`src/rtl/hazard_pkg.sv`:
```
// Shared definitions for the forwarding / hazard control slice:
// operand-mux select codes and the multiplier occupancy FSM states.
package hazard_pkg;

  typedef logic [1:0] fwd_sel_t;

  localparam fwd_sel_t FWD_RF     = 2'b00;
  localparam fwd_sel_t FWD_EX_MEM = 2'b01;
  localparam fwd_sel_t FWD_MEM_WB = 2'b10;

  typedef enum logic {
    IDLE = 1'b0,
    BUSY = 1'b1
  } mult_state_t;

endpackage

```
`src/rtl/forward_hazard_unit_if.sv`:
```
// Pipeline-register view seen by the forwarding/hazard unit.
// master: the pipeline side that supplies register indices and
// control bits and consumes selects and stall/flush controls.
// slave: the hazard unit itself.
interface forward_hazard_unit_if #(
  parameter int REG_ADDR_W = 5
);

  logic [REG_ADDR_W-1:0] if_id_rs1;
  logic [REG_ADDR_W-1:0] if_id_rs2;
  logic [REG_ADDR_W-1:0] id_ex_rs1;
  logic [REG_ADDR_W-1:0] id_ex_rs2;
  logic [REG_ADDR_W-1:0] id_ex_rd;
  logic                  id_ex_mem_read;
  logic                  id_ex_is_mult;
  logic [REG_ADDR_W-1:0] ex_mem_rd;
  logic [REG_ADDR_W-1:0] mem_wb_rd;
  logic                  ex_mem_reg_write;
  logic                  mem_wb_reg_write;

  logic [1:0]            fwd_sel_a;
  logic [1:0]            fwd_sel_b;
  logic                  stall_if;
  logic                  stall_id;
  logic                  stall_ex;
  logic                  flush_ex;
  logic                  mult_busy;
  logic                  mult_done;

  modport master (
    output if_id_rs1, if_id_rs2, id_ex_rs1, id_ex_rs2, id_ex_rd,
           id_ex_mem_read, id_ex_is_mult, ex_mem_rd, mem_wb_rd,
           ex_mem_reg_write, mem_wb_reg_write,
    input  fwd_sel_a, fwd_sel_b, stall_if, stall_id, stall_ex,
           flush_ex, mult_busy, mult_done
  );

  modport slave (
    input  if_id_rs1, if_id_rs2, id_ex_rs1, id_ex_rs2, id_ex_rd,
           id_ex_mem_read, id_ex_is_mult, ex_mem_rd, mem_wb_rd,
           ex_mem_reg_write, mem_wb_reg_write,
    output fwd_sel_a, fwd_sel_b, stall_if, stall_id, stall_ex,
           flush_ex, mult_busy, mult_done
  );

endinterface

```
`src/rtl/mult_occupancy_ctr.sv`:
```
// Tracks how long a multiply has been sitting in EX. A multiply that
// enters EX holds the pipeline for MULT_LAT-1 cycles and then pulses
// mult_done in its final EX cycle so EX/MEM captures the product.
// MULT_LAT == 1 degenerates to a single-cycle op: no stall, done pulse
// whenever a multiply is in EX.
module mult_occupancy_ctr
  import hazard_pkg::*;
#(
  parameter int MULT_LAT = 4
) (
  input  logic clk,
  input  logic arst_n,
  input  logic is_mult,
  output logic mult_stall,
  output logic mult_busy,
  output logic mult_done
);

  localparam int CNT_W = (MULT_LAT > 1) ? $clog2(MULT_LAT) : 1;
  localparam logic [CNT_W-1:0] CNT_LOAD = CNT_W'((MULT_LAT > 1) ? (MULT_LAT - 2) : 0);

  mult_state_t      state;
  mult_state_t      state_n;
  logic [CNT_W-1:0] cnt;
  logic [CNT_W-1:0] cnt_n;

  // State and remaining-cycle counter; a reset mid-multiply simply abandons it.
  always_ff @(posedge clk) begin
    if (!arst_n) begin
      state <= IDLE;
      cnt   <= '0;
    end else begin
      state <= state_n;
      cnt   <= cnt_n;
    end
  end

  // Next state and stall/done outputs; everything is forced low while in reset.
  always_comb begin
    state_n    = state;
    cnt_n      = cnt;
    mult_stall = 1'b0;
    mult_busy  = 1'b0;
    mult_done  = 1'b0;

    case (state)
      IDLE: begin
        if (is_mult) begin
          if (MULT_LAT > 1) begin
            mult_stall = 1'b1;
            mult_busy  = 1'b1;
            cnt_n      = CNT_LOAD;
            state_n    = BUSY;
          end else begin
            mult_done = 1'b1;
          end
        end
      end
      BUSY: begin
        if (cnt != '0) begin
          mult_stall = 1'b1;
          mult_busy  = 1'b1;
          cnt_n      = cnt - 1'b1;
        end else begin
          mult_done = 1'b1;
          state_n   = IDLE;
        end
      end
      default: begin
        state_n = IDLE;
        cnt_n   = '0;
      end
    endcase

    if (!arst_n) begin
      mult_stall = 1'b0;
      mult_busy  = 1'b0;
      mult_done  = 1'b0;
    end
  end

endmodule

```
`src/rtl/forward_hazard_unit.sv`:
```
// Forwarding select generation plus load-use and multiplier hazard control.
// Optional build macro HAZARD_PERF_CNT_EN adds two 32-bit stall-cycle
// performance counters (load-use stalls and multiplier stalls).
module forward_hazard_unit
  import hazard_pkg::*;
#(
  parameter int REG_ADDR_W = 5,
  parameter int MULT_LAT   = 4
) (
  input  logic clk,
  input  logic arst_n,
  forward_hazard_unit_if.slave bus
`ifdef HAZARD_PERF_CNT_EN
  ,
  output logic [31:0] perf_ld_stall_cnt,
  output logic [31:0] perf_mult_stall_cnt
`endif
);

  // A producing stage forwards only if it writes, targets a non-x0 register
  // and that register is the one being read.
  function automatic logic fwd_hit(input logic                  we,
                                   input logic [REG_ADDR_W-1:0] rd,
                                   input logic [REG_ADDR_W-1:0] rs);
    return we && (rd != '0) && (rd == rs);
  endfunction

  // The younger result (EX/MEM) has priority over the older one (MEM/WB).
  function automatic fwd_sel_t pick_sel(input logic [REG_ADDR_W-1:0] rs,
                                        input logic [REG_ADDR_W-1:0] ex_mem_rd,
                                        input logic                  ex_mem_we,
                                        input logic [REG_ADDR_W-1:0] mem_wb_rd,
                                        input logic                  mem_wb_we);
    if (fwd_hit(ex_mem_we, ex_mem_rd, rs))
      return FWD_EX_MEM;
    else if (fwd_hit(mem_wb_we, mem_wb_rd, rs))
      return FWD_MEM_WB;
    else
      return FWD_RF;
  endfunction

  logic load_use;
  logic mult_stall;
  logic mult_busy;
  logic mult_done;

  mult_occupancy_ctr #(
    .MULT_LAT(MULT_LAT)
  ) u_mult_occupancy_ctr (
    .clk        (clk),
    .arst_n     (arst_n),
    .is_mult    (bus.id_ex_is_mult),
    .mult_stall (mult_stall),
    .mult_busy  (mult_busy),
    .mult_done  (mult_done)
  );

  // Load in EX whose destination is read by the instruction in ID.
  always_comb begin
    load_use = bus.id_ex_mem_read && (bus.id_ex_rd != '0) &&
               ((bus.id_ex_rd == bus.if_id_rs1) || (bus.id_ex_rd == bus.if_id_rs2));
  end

  // Mux selects and stall/flush; a multiply holding EX overrides the load-use
  // bubble, which is picked up again once the multiplier lets go.
  always_comb begin
    bus.fwd_sel_a = pick_sel(bus.id_ex_rs1, bus.ex_mem_rd, bus.ex_mem_reg_write,
                             bus.mem_wb_rd, bus.mem_wb_reg_write);
    bus.fwd_sel_b = pick_sel(bus.id_ex_rs2, bus.ex_mem_rd, bus.ex_mem_reg_write,
                             bus.mem_wb_rd, bus.mem_wb_reg_write);
    bus.stall_if  = load_use || mult_stall;
    bus.stall_id  = load_use || mult_stall;
    bus.stall_ex  = mult_stall;
    bus.flush_ex  = load_use && !mult_stall;
    bus.mult_busy = mult_busy;
    bus.mult_done = mult_done;

    if (!arst_n) begin
      bus.fwd_sel_a = FWD_RF;
      bus.fwd_sel_b = FWD_RF;
      bus.stall_if  = 1'b0;
      bus.stall_id  = 1'b0;
      bus.stall_ex  = 1'b0;
      bus.flush_ex  = 1'b0;
      bus.mult_busy = 1'b0;
      bus.mult_done = 1'b0;
    end
  end

`ifdef HAZARD_PERF_CNT_EN
  // Stall-cycle counters; a cycle with both hazards is charged to the multiplier.
  always_ff @(posedge clk) begin
    if (!arst_n) begin
      perf_ld_stall_cnt   <= '0;
      perf_mult_stall_cnt <= '0;
    end else begin
      if (mult_stall)
        perf_mult_stall_cnt <= perf_mult_stall_cnt + 32'd1;
      else if (load_use)
        perf_ld_stall_cnt <= perf_ld_stall_cnt + 32'd1;
    end
  end
`endif

endmodule

```
`src/flat_wrapper.sv`:
```
// flat-port wrapper written by rule: the top's interface ports become plain ports
module forward_hazard_unit_flat import hazard_pkg::*;
#(
  parameter int REG_ADDR_W = 5,
  parameter int MULT_LAT   = 4
)
  (clk, arst_n, bus_if_id_rs1, bus_if_id_rs2, bus_id_ex_rs1, bus_id_ex_rs2, bus_id_ex_rd, bus_id_ex_mem_read, bus_id_ex_is_mult, bus_ex_mem_rd, bus_mem_wb_rd, bus_ex_mem_reg_write, bus_mem_wb_reg_write, bus_fwd_sel_a, bus_fwd_sel_b, bus_stall_if, bus_stall_id, bus_stall_ex, bus_flush_ex, bus_mult_busy, bus_mult_done);
  forward_hazard_unit_if #(.REG_ADDR_W(REG_ADDR_W)) bus_i ();
  input  logic clk;
  input  logic arst_n;
  input wire logic [$bits(bus_i.if_id_rs1)-1:0] bus_if_id_rs1;
  input wire logic [$bits(bus_i.if_id_rs2)-1:0] bus_if_id_rs2;
  input wire logic [$bits(bus_i.id_ex_rs1)-1:0] bus_id_ex_rs1;
  input wire logic [$bits(bus_i.id_ex_rs2)-1:0] bus_id_ex_rs2;
  input wire logic [$bits(bus_i.id_ex_rd)-1:0] bus_id_ex_rd;
  input wire logic [$bits(bus_i.id_ex_mem_read)-1:0] bus_id_ex_mem_read;
  input wire logic [$bits(bus_i.id_ex_is_mult)-1:0] bus_id_ex_is_mult;
  input wire logic [$bits(bus_i.ex_mem_rd)-1:0] bus_ex_mem_rd;
  input wire logic [$bits(bus_i.mem_wb_rd)-1:0] bus_mem_wb_rd;
  input wire logic [$bits(bus_i.ex_mem_reg_write)-1:0] bus_ex_mem_reg_write;
  input wire logic [$bits(bus_i.mem_wb_reg_write)-1:0] bus_mem_wb_reg_write;
  output wire logic [$bits(bus_i.fwd_sel_a)-1:0] bus_fwd_sel_a;
  output wire logic [$bits(bus_i.fwd_sel_b)-1:0] bus_fwd_sel_b;
  output wire logic [$bits(bus_i.stall_if)-1:0] bus_stall_if;
  output wire logic [$bits(bus_i.stall_id)-1:0] bus_stall_id;
  output wire logic [$bits(bus_i.stall_ex)-1:0] bus_stall_ex;
  output wire logic [$bits(bus_i.flush_ex)-1:0] bus_flush_ex;
  output wire logic [$bits(bus_i.mult_busy)-1:0] bus_mult_busy;
  output wire logic [$bits(bus_i.mult_done)-1:0] bus_mult_done;
  assign bus_i.if_id_rs1 = bus_if_id_rs1;
  assign bus_i.if_id_rs2 = bus_if_id_rs2;
  assign bus_i.id_ex_rs1 = bus_id_ex_rs1;
  assign bus_i.id_ex_rs2 = bus_id_ex_rs2;
  assign bus_i.id_ex_rd = bus_id_ex_rd;
  assign bus_i.id_ex_mem_read = bus_id_ex_mem_read;
  assign bus_i.id_ex_is_mult = bus_id_ex_is_mult;
  assign bus_i.ex_mem_rd = bus_ex_mem_rd;
  assign bus_i.mem_wb_rd = bus_mem_wb_rd;
  assign bus_i.ex_mem_reg_write = bus_ex_mem_reg_write;
  assign bus_i.mem_wb_reg_write = bus_mem_wb_reg_write;
  assign bus_fwd_sel_a = bus_i.fwd_sel_a;
  assign bus_fwd_sel_b = bus_i.fwd_sel_b;
  assign bus_stall_if = bus_i.stall_if;
  assign bus_stall_id = bus_i.stall_id;
  assign bus_stall_ex = bus_i.stall_ex;
  assign bus_flush_ex = bus_i.flush_ex;
  assign bus_mult_busy = bus_i.mult_busy;
  assign bus_mult_done = bus_i.mult_done;
  forward_hazard_unit #(.REG_ADDR_W(REG_ADDR_W), .MULT_LAT(MULT_LAT)) u_core (.clk(clk), .arst_n(arst_n), .bus(bus_i));
endmodule
```
`config.mk`:
```
export PLATFORM = sky130hd
export DESIGN_NAME = forward_hazard_unit_flat
export DESIGN_NICKNAME = d
export VERILOG_FILES = /design/src/rtl/hazard_pkg.sv /design/src/rtl/forward_hazard_unit_if.sv /design/src/rtl/mult_occupancy_ctr.sv /design/src/rtl/forward_hazard_unit.sv /design/src/flat_wrapper.sv
export SDC_FILE = /design/constraint.sdc
export NUM_CORES = 1
export LEC_CHECK = 0
export ABC_AREA = 1
export BUFFER_PORTS_ARGS = -buffer_cell sky130_fd_sc_hd__buf_2
export CAP_MARGIN = 15
export CORE_MARGIN = 2
export CORE_UTILIZATION = 30
export CTS_CLUSTER_DIAMETER = 100
export DETAILED_ROUTE_END_ITERATION = 16
export GPL_ROUTABILITY_DRIVEN = 0
export MAX_ROUTING_LAYER = met4
export SLEW_MARGIN = 20
export SYNTH_ARGS = -nofsm -noshare
export SYNTH_HDL_FRONTEND = slang
export SYNTH_SLANG_ARGS = --single-unit
export TNS_END_PERCENT = 10
```
`constraint.sdc`:
```
create_clock -name clk -period 1.2 [get_ports clk]
set_input_delay 0.12 -clock clk [delete_from_list [all_inputs] [get_ports clk]]
set_output_delay 0.12 -clock clk [all_outputs]
set_load 0.02 [all_outputs]
```
# Yosys cells after proc, flatten, opt, wreduce, memory -nomap -nowiden
# Cells that the tools add are included.
# classes
add_sub_neg	1
eq_ne	8
reduce_logical	17
bitwise	1
mux	19
# ops
operator	n
== test 5 bit	6
2-to-1 mux 2 bit	8
nonzero test 5 bit	3
logical AND 1 bit	9
2-to-1 mux 1 bit	8
one-hot mux 1 bit (2 select lines)	2
one-hot mux 2 bit (2 select lines)	1
logical OR 1 bit	2
inequality test 2 x 1 -> 1 bit, second input constant	1
inequality test 2 bit, second input constant	1
AND reduction 2 bit	1
nonzero test 2 bit	1
subtractor 2 x 1 -> 2 bit, second input constant	1
zero test 1 bit	1
NOT 1 bit	1
# totals
out_inout_bits	10
input_bits	41
wordCells	48
regBits	3

# Logic depth before layout (Yosys ltp)
# Gate-level depths: netlist of run 1.
# logic_depth
ltp_word	7
ltp_mapped	9
depth_no_buf	8

# By module
# From an unflattened synthesis of run 1, not the netlist that was laid out.
# hier_totals
hier_cells	161
hier_area_um2	780.7
# by_module_without_submodules
module	cells_per_inst	area_per_inst_um2	n_inst	seq_area_each_um2
forward_hazard_unit	136	623.1	1	0.0
mult_occupancy_ctr	25	157.7	1	60.1

# Worst setup path before layout of run 1
# Ideal clock, no wire load.
# synth_timing
path_type	register to output
start	reg u_core.u_mult_occupancy_ctr.cnt[0]
end	out bus_stall_if
stages_incl_launch_ff	9
arrival_time_ns	1.209
n_path_buf	1
setup_slack_ns	-0.129
required_time_ns	1.080
cell_sequence	dfxtp_1 inv_1 ha_1 inv_1 nand2_1 nand2_1 nand2_1 nand2_1 buf_4
# synth_via
elab_chain_len	6
# synth_lines
element	line_no	text
start, declared	mult_occupancy_ctr.sv:24	logic [CNT_W-1:0] cnt;
start signal, assigned	mult_occupancy_ctr.sv:34	cnt <= cnt_n;
nonzero test 2 bit	mult_occupancy_ctr.sv:60	if (cnt != '0) begin
2-to-1 mux 1 bit	mult_occupancy_ctr.sv:60	
one-hot mux 1 bit (2 select lines)	mult_occupancy_ctr.sv:46	case (state)
2-to-1 mux 1 bit	mult_occupancy_ctr.sv:75	if (!arst_n) begin
logical OR 1 bit	n/a	
2-to-1 mux 1 bit	n/a	
end, declared	flat_wrapper.sv:24	output wire logic [$bits(bus_i.stall_if)-1:0] bus_stall_if;
# Every way passes these cells.

# Worst setup path after layout of run 1
# layout_timing
start	reg u_core.u_mult_occupancy_ctr.cnt[0]
end	out bus_stall_if
# layout_via
elab_chain_len	6
# layout_lines
element	line_no	text
nonzero test 2 bit	mult_occupancy_ctr.sv:60	
2-to-1 mux 1 bit	mult_occupancy_ctr.sv:60	
one-hot mux 1 bit (2 select lines)	mult_occupancy_ctr.sv:46	
2-to-1 mux 1 bit	mult_occupancy_ctr.sv:75	
logical OR 1 bit	forward_hazard_unit.sv:71	bus.stall_if = load_use || mult_stall;
2-to-1 mux 1 bit	forward_hazard_unit.sv:78	if (!arst_n) begin
# Every way passes these cells.

==> results.toml, run 1 <==
[run_status]
outcome = "finished, violations left"
violations = "negative setup slack"

[detailed_routing]
drc = 0
wl_per_cell_um = 8.95
vias = 989
vias_per_cell = 4.30
initialDrtViolationCount = 10
dr.pass1.iters = 4
routed_wl_mm = 2.06
postRouteAntennaNets = 0

[cts]
cts_tree = "done"
cts.sinks = 3
cts_made_buffers = 3
clk_path_buf_depth = 2
cts_hold_buf = 0
worstSkewPairLatency_ns = 0.24
cts-root-buf = "clkbuf_4"
cts.clk_slew.worst_paths_ns = 0.04
htreeDepth = 1

[grt]
globalRoute.totalOverflow = 0
first_global_vias = 874
grt_start_max_net_pins = 6
antenna_found_initial = 0
grt_usage = 0.170
grt_pass1_wl_mm = 3.51

[timing]
timing.setup.tns_ns = -0.621
slew_headroom = 0.854
min_period_ns = 1.32
fin_crit_sh = 1.10
worstMarginPinSlew_ns = 0.217
clock.fmax_mhz = 757
setup_viol_count_final = 6
hold_ws_ns = 0.232
rsz0062_at_grt = "yes"
clock_skew_ns = 0.00637
setup_slack_ns = -0.121
finalMaxSlewViolations = 0
finalHoldViolCount = 0

[critical_path]
cpMostUsedCell = "nand2_4"
path_max_fanout = 4
worstSetupPathType = "register to output pin"
critPathCaptureType = "output pin"
slowest_delay_ns = 0.32
critPathLaunchType = "register"
cp_num_buf_inv = 3
cp_cell_sequence = "inv_2 -> ha_4 -> inv_4 -> nand2_4 -> nand2_4 -> nand2_4 -> nand2_4 -> buf_6"
slowest_stage = "dfxtp_2"
worstPathArrival_ns = 1.20
crit_family = "flip-flops"
worstPathRequired_ns = 1.08

[flow_run]
drv_cap = 0

[logic_synthesis]
yosys.area.top_type_share = 0.274
ys_top_cells_by_count = "53 x nand2_1, 25 x inv_1, 14 x nor2_1"
synth-xor-area-share = 0.157
synth_compound_area_frac = 0.0430
synthMuxAreaShare = 0
synth_fa_ha_area_frac = 0.0172
yosys.area_share.simple = 0.509
yosysTopAreaCell = "nand2_1"
ys_warn_count = 0
yosys-top-cells-area = "nand2_1 27%, xnor2_1 16%, inv_1 13%"
async_flop_share = 0
synth_top_family_by_area = "simple AND/OR/NAND/NOR gates"
synth_cell_types = 20
ys_ff_latch = 3
synth_edf_count = 0
syn_area_per_cell_um2 = 4.95
dominantRegCellSynth = "dfxtp_1"
syn_inst = 147
netlist_area_um2 = 727
yosysSeqAreaShare = 0.0826
yosysMostFrequentCell = "nand2_1"
synth_nets = 189

[pwr]
power.leakage_uw = 0.000703
vdd_drop_max_mv = 0.378
power_density_mw_per_mm2 = 596

[placed_design]
place_inst = 224
pre_cts_slack_ns = -0.00726
hpwl_mm = 1.75
port_buffers = 50

[cells_and_area]
syn2layout_area_growth_pct = 56.3
final_util = 0.504
num-nets-final = 245
stdcell_count = 230
antenna_cells = 0
drive_above_1_share = 0.396

[floorplan]
core_mm2 = 0.00225
num_rows = 17
boundaryPins = 51
die_w_um = 53.2
die_h_um = 53.2
start_util = 0.322
die_area_mm2 = 0.00283

[worst_hold_path]
hold_class = "input port to register"
## metrics by stage
step	area, µm²	power, µW
after floorplan	742	307
after global placement	1010	429
after detailed placement	1010	435
after CTS	1120	666
after global routing	1140	733
final	1140	677
## flip-flops by register name, summed over array words and instances (netlist names)
register / count
u_core.u_mult_occupancy_ctr.cnt: 2
u_core.u_mult_occupancy_ctr.state: 1
## final timing paths
| kind | startpoint | end | slack [ns] | depth (start not counted) |
|---|---|---|---|---|
| worst min-delay path | bus_id_ex_is_mult | u_core.u_mult_occupancy_ctr.cnt[0] | 0.23 | 4 |
| worst min register to register | u_core.u_mult_occupancy_ctr.cnt[0] | u_core.u_mult_occupancy_ctr.cnt[0] | 0.41 | 1 |
| worst max-delay path | u_core.u_mult_occupancy_ctr.cnt[0] | bus_stall_if | -0.12 | 8 |
| worst max register to register | u_core.u_mult_occupancy_ctr.cnt[0] | u_core.u_mult_occupancy_ctr.cnt[1] | 0.05 | 8 |
## layout by cell type (no fill, tap or decap), drive strengths merged
cell | netlist | layout
buf | 2 | 53
nor3 | 5 | 5
xnor2 | 13 | 13
nand4 | 1 | 1
nand3 | 10 | 10
nor2 | 16 | 16
a31oi | 1 | 1
or2 | 2 | 2
and3 | 1 | 1
nand2 | 54 | 54
dfxtp | 3 | 3
o21ai | 4 | 4
ha | 1 | 1
clkinv | 1 | 1
a21oi | 1 | 1
inv | 32 | 32
clkbuf | 0 | 4
## where the power goes
| group | internal (µW) | switching, µW |
|---|---|---|
| clock network | 125 | 54.1 |
| logic | 180 | 200 |
| registers | 111 | 7.20 |
| total | 416 | 261 |
## area by class of cell
type                            instances  area (µm²)
Timing Repair Buffer                   53         307
Sequential cell                         3        63.8
Tap cell                               28        35.0
Fill cell                             243        1120
Clock buffer                            4        26.3
Inverter                               33         129
Multi-Input combinational cell        109         576
## per-layer routing
| layer | routed length (µm) | GRT usage | vias up | share of wire |
|---|---|---|---|---|
| met3 | 102 | 0.0198 | 2 | 0.050 |
| met4 | 10 | 0.0726 | 0 | 0.0049 |
| li1 | - | - | 545 | - |
| met1 | 945 | 0.222 | 412 | 0.46 |
| met5 | 0 | - | - | 0 |
| met2 | 999 | 0.263 | 30 | 0.49 |
## timing repair
action                                  4_1_cts  5_1_grt
pin swaps                                     5        3
endpoints found under the setup margin        6        7
resized for setup                            23        5
setup buffers                                 1        1
## cells by family (layout without fill, tap and decap cells)
group                    count (synthesis)  in the layout
XOR/XNOR                                13             13
AO/OA/AOI/OAI                            6              6
AND/OR/NAND/NOR                         89             89
adder cells (fa/ha/maj)                  1              1
buffers and inverters                   35             90
flip-flops                               3              3
## worst reg2reg max path: cells and delay by family, from the launching register on
family                   cells  cell delay, ns
buffers and inverters        3            0.25
AO/OA/AOI/OAI                2            0.19
AND/OR/NAND/NOR              2            0.13
flip-flops                   1            0.31
adder cells (fa/ha/maj)      1            0.14
No activity file was read; power rests on OpenSTA's default activity.
==> run 2, diff against run 1 <==
SETUP_SLACK_MARGIN = 0.3   (was not set)
==> results.toml, run 2 (synthesized netlist as in run 1, its figures left out) <==
[grt]
grt_usage = 0.157
grt_pass1_wl_mm = 3.35
grt_start_max_net_pins = 6
first_global_vias = 891
globalRoute.totalOverflow = 0
antenna_found_initial = 0

[critical_path]
worstPathArrival_ns = 1.20
path_max_fanout = 3
reg2reg_depth = 9
critPathLaunchType = "register"
worstPathRequired_ns = 1.08
critPathCaptureType = "output pin"
r2r_slack_ns = -0.04
worstSetupPathType = "register to output pin"
rr_startpoint = "u_core.u_mult_occupancy_ctr.cnt[0]"
r2r_end = "u_core.u_mult_occupancy_ctr.cnt[1]"

[cells_and_area]
layout_common_cells = "47 x nand2_1, 31 x buf_2, 19 x inv_1"
seqCellArea_um2 = 62.6
max_flop_register = "u_core.u_mult_occupancy_ctr.cnt"
antenna_cells = 0
drive_above_1_share = 0.478
syn2layout_area_growth_pct = 81.8
stdcell_count = 235
num-nets-final = 250
final_common_cell = "nand2_1"
top_regs = "u_core.u_mult_occupancy_ctr.cnt (2), u_core.u_mult_occupancy_ctr.state (1)"
fillers = 233
largest_reg_flops = 2
multi_input_area_um2 = 662

[detailed_routing]
postRouteAntennaNets = 0
initialDrtViolationCount = 25
drc = 0
dr.pass1.iters = 4
wirelength_met1_um = 938
vias = 1049
vias_per_cell = 4.46
dr_wl_met3_um = 142
routed_wl_mm = 2.29
highest_layer = "met4"
wl_per_cell_um = 9.76
wl_met2_mm = 1.19

[worst_hold_path]
min_to = "u_core.u_mult_occupancy_ctr.state"
holdCritStartpoint = "bus_id_ex_is_mult"
holdPathStages = 5
hold_class = "input port to register"

[pwr]
p_seq_frac = 0.159
p_total_uw = 739
power.leakage_uw = 0.000785
clockPowerShare = 0.230
power_density_mw_per_mm2 = 559
vdd_drop_max_mv = 0.779
p_sw_frac = 0.375
pwr-share-comb = 0.611
intPower_uw = 462
p_sw_uw = 277

[floorplan]
die_w_um = 53.2
die_area_mm2 = 0.00283
die_h_um = 53.2
num_rows = 17
boundaryPins = 51
core_mm2 = 0.00225
start_util = 0.322

[cts]
cts.clk_slew.worst_paths_ns = 0.04
cts-root-buf = "clkbuf_4"
cts_hold_buf = 0
cts.sinks = 3
htreeDepth = 1
cts_made_buffers = 3
worstSkewPairLatency_ns = 0.23
clk_path_buf_depth = 2
cts_tree = "done"

[timing]
setup_slack_ns = -0.118
slew_headroom = 0.841
clock.fmax_mhz = 759
finalHoldViolCount = 0
setup_viol_count_final = 7
min_period_ns = 1.32
fin_crit_sh = 1.10
finalMaxSlewViolations = 0
clock_skew_ns = 0.00305
worstMarginPinSlew_ns = 0.236
rsz0062_at_grt = "yes"

[run_status]
violations = "negative setup slack"
outcome = "finished, violations left"

[placed_design]
port_buffers = 50
hpwl_mm = 1.77
place_inst = 224

[flow_run]
drv_cap = 0
## run 2: changes by cell type in the layout (fill, tap and decap cells not counted), sizes merged
cell  previous run  this run
buf             53        58
## run 2: timing repair
item / in CTS / in global routing
buffers inserted: 3 / 4
endpoints found under the setup margin: 13 / 13
resized for setup: 30 / 21
pin swaps: 21 / 24
## run 2: power groups by stage
stage          combinational (µW)  sequential [µW]  clock, µW
2_1_floorplan                 214              116          0
4_1_cts                       393              116        177
3_5_place_dp                  341              117          0
3_3_place_gp                  334              117          0
6_report                      452              117        170
5_1_grt                       493              118        181
## run 2: metal layers
| metal | up-vias | global-route usage |
|---|---|---|
| met1 | 450 | 0.178 |
| met3 | 2 | 0.0198 |
| met5 | - | - |
| met4 | 0 | 0.0128 |
| met2 | 40 | 0.302 |
| li1 | 557 | - |
## run 2: worst max-delay path by stage
| stage | endpoint | from | depth (start not counted) | slack [ns] |
|---|---|---|---|---|
| CTS | bus_stall_if | u_core.u_mult_occupancy_ctr.cnt[0] | 8 | -0.12 |
| finish | bus_stall_id | u_core.u_mult_occupancy_ctr.cnt[0] | 8 | -0.12 |
| floorplan | bus_stall_if | u_core.u_mult_occupancy_ctr.cnt[0] | 8 | 0.1 |
| detailed placement | bus_stall_if | u_core.u_mult_occupancy_ctr.cnt[0] | 8 | 0.07 |
| global route | bus_mult_busy | u_core.u_mult_occupancy_ctr.cnt[0] | 8 | -0.16 |
| global placement | bus_fwd_sel_b[1] | bus_mem_wb_rd[0] | 8 | 0.09 |
## run 2: stage by stage
step | setup WS, ns | hold slack (ns) | instance area [µm²] | setup TNS, ns | utilization
2_1_floorplan | 0.0981 | 0.235 | 782 | 0 | -
3_3_place_gp | 0.0883 | 0.408 | 1050 | 0 | 0.467
3_5_place_dp | 0.0719 | 0.425 | 1050 | 0 | 0.467
4_1_cts | -0.118 | 0.308 | 1200 | -0.520 | 0.534
5_1_grt | -0.156 | 0.322 | 1320 | -0.999 | 0.586
6_report | -0.118 | 0.310 | 1320 | -0.687 | 0.586
## run 2: worst max-delay path: stages (launching register included)
cell     delay, ns
dfxtp_2       0.33
inv_2         0.05
ha_4          0.15
inv_4         0.05
nand2_4       0.05
nand2_4       0.09
nand2_4       0.07
nand2_4       0.06
buf_6         0.11
## run 2: area by class of cell
cell class                      instances  share of cell area
Inverter                               33              0.0975
Clock buffer                            4              0.0199
Tap cell                               28              0.0265
Sequential cell                         3              0.0473
Multi-Input combinational cell        109               0.501
Timing Repair Buffer                   58               0.308
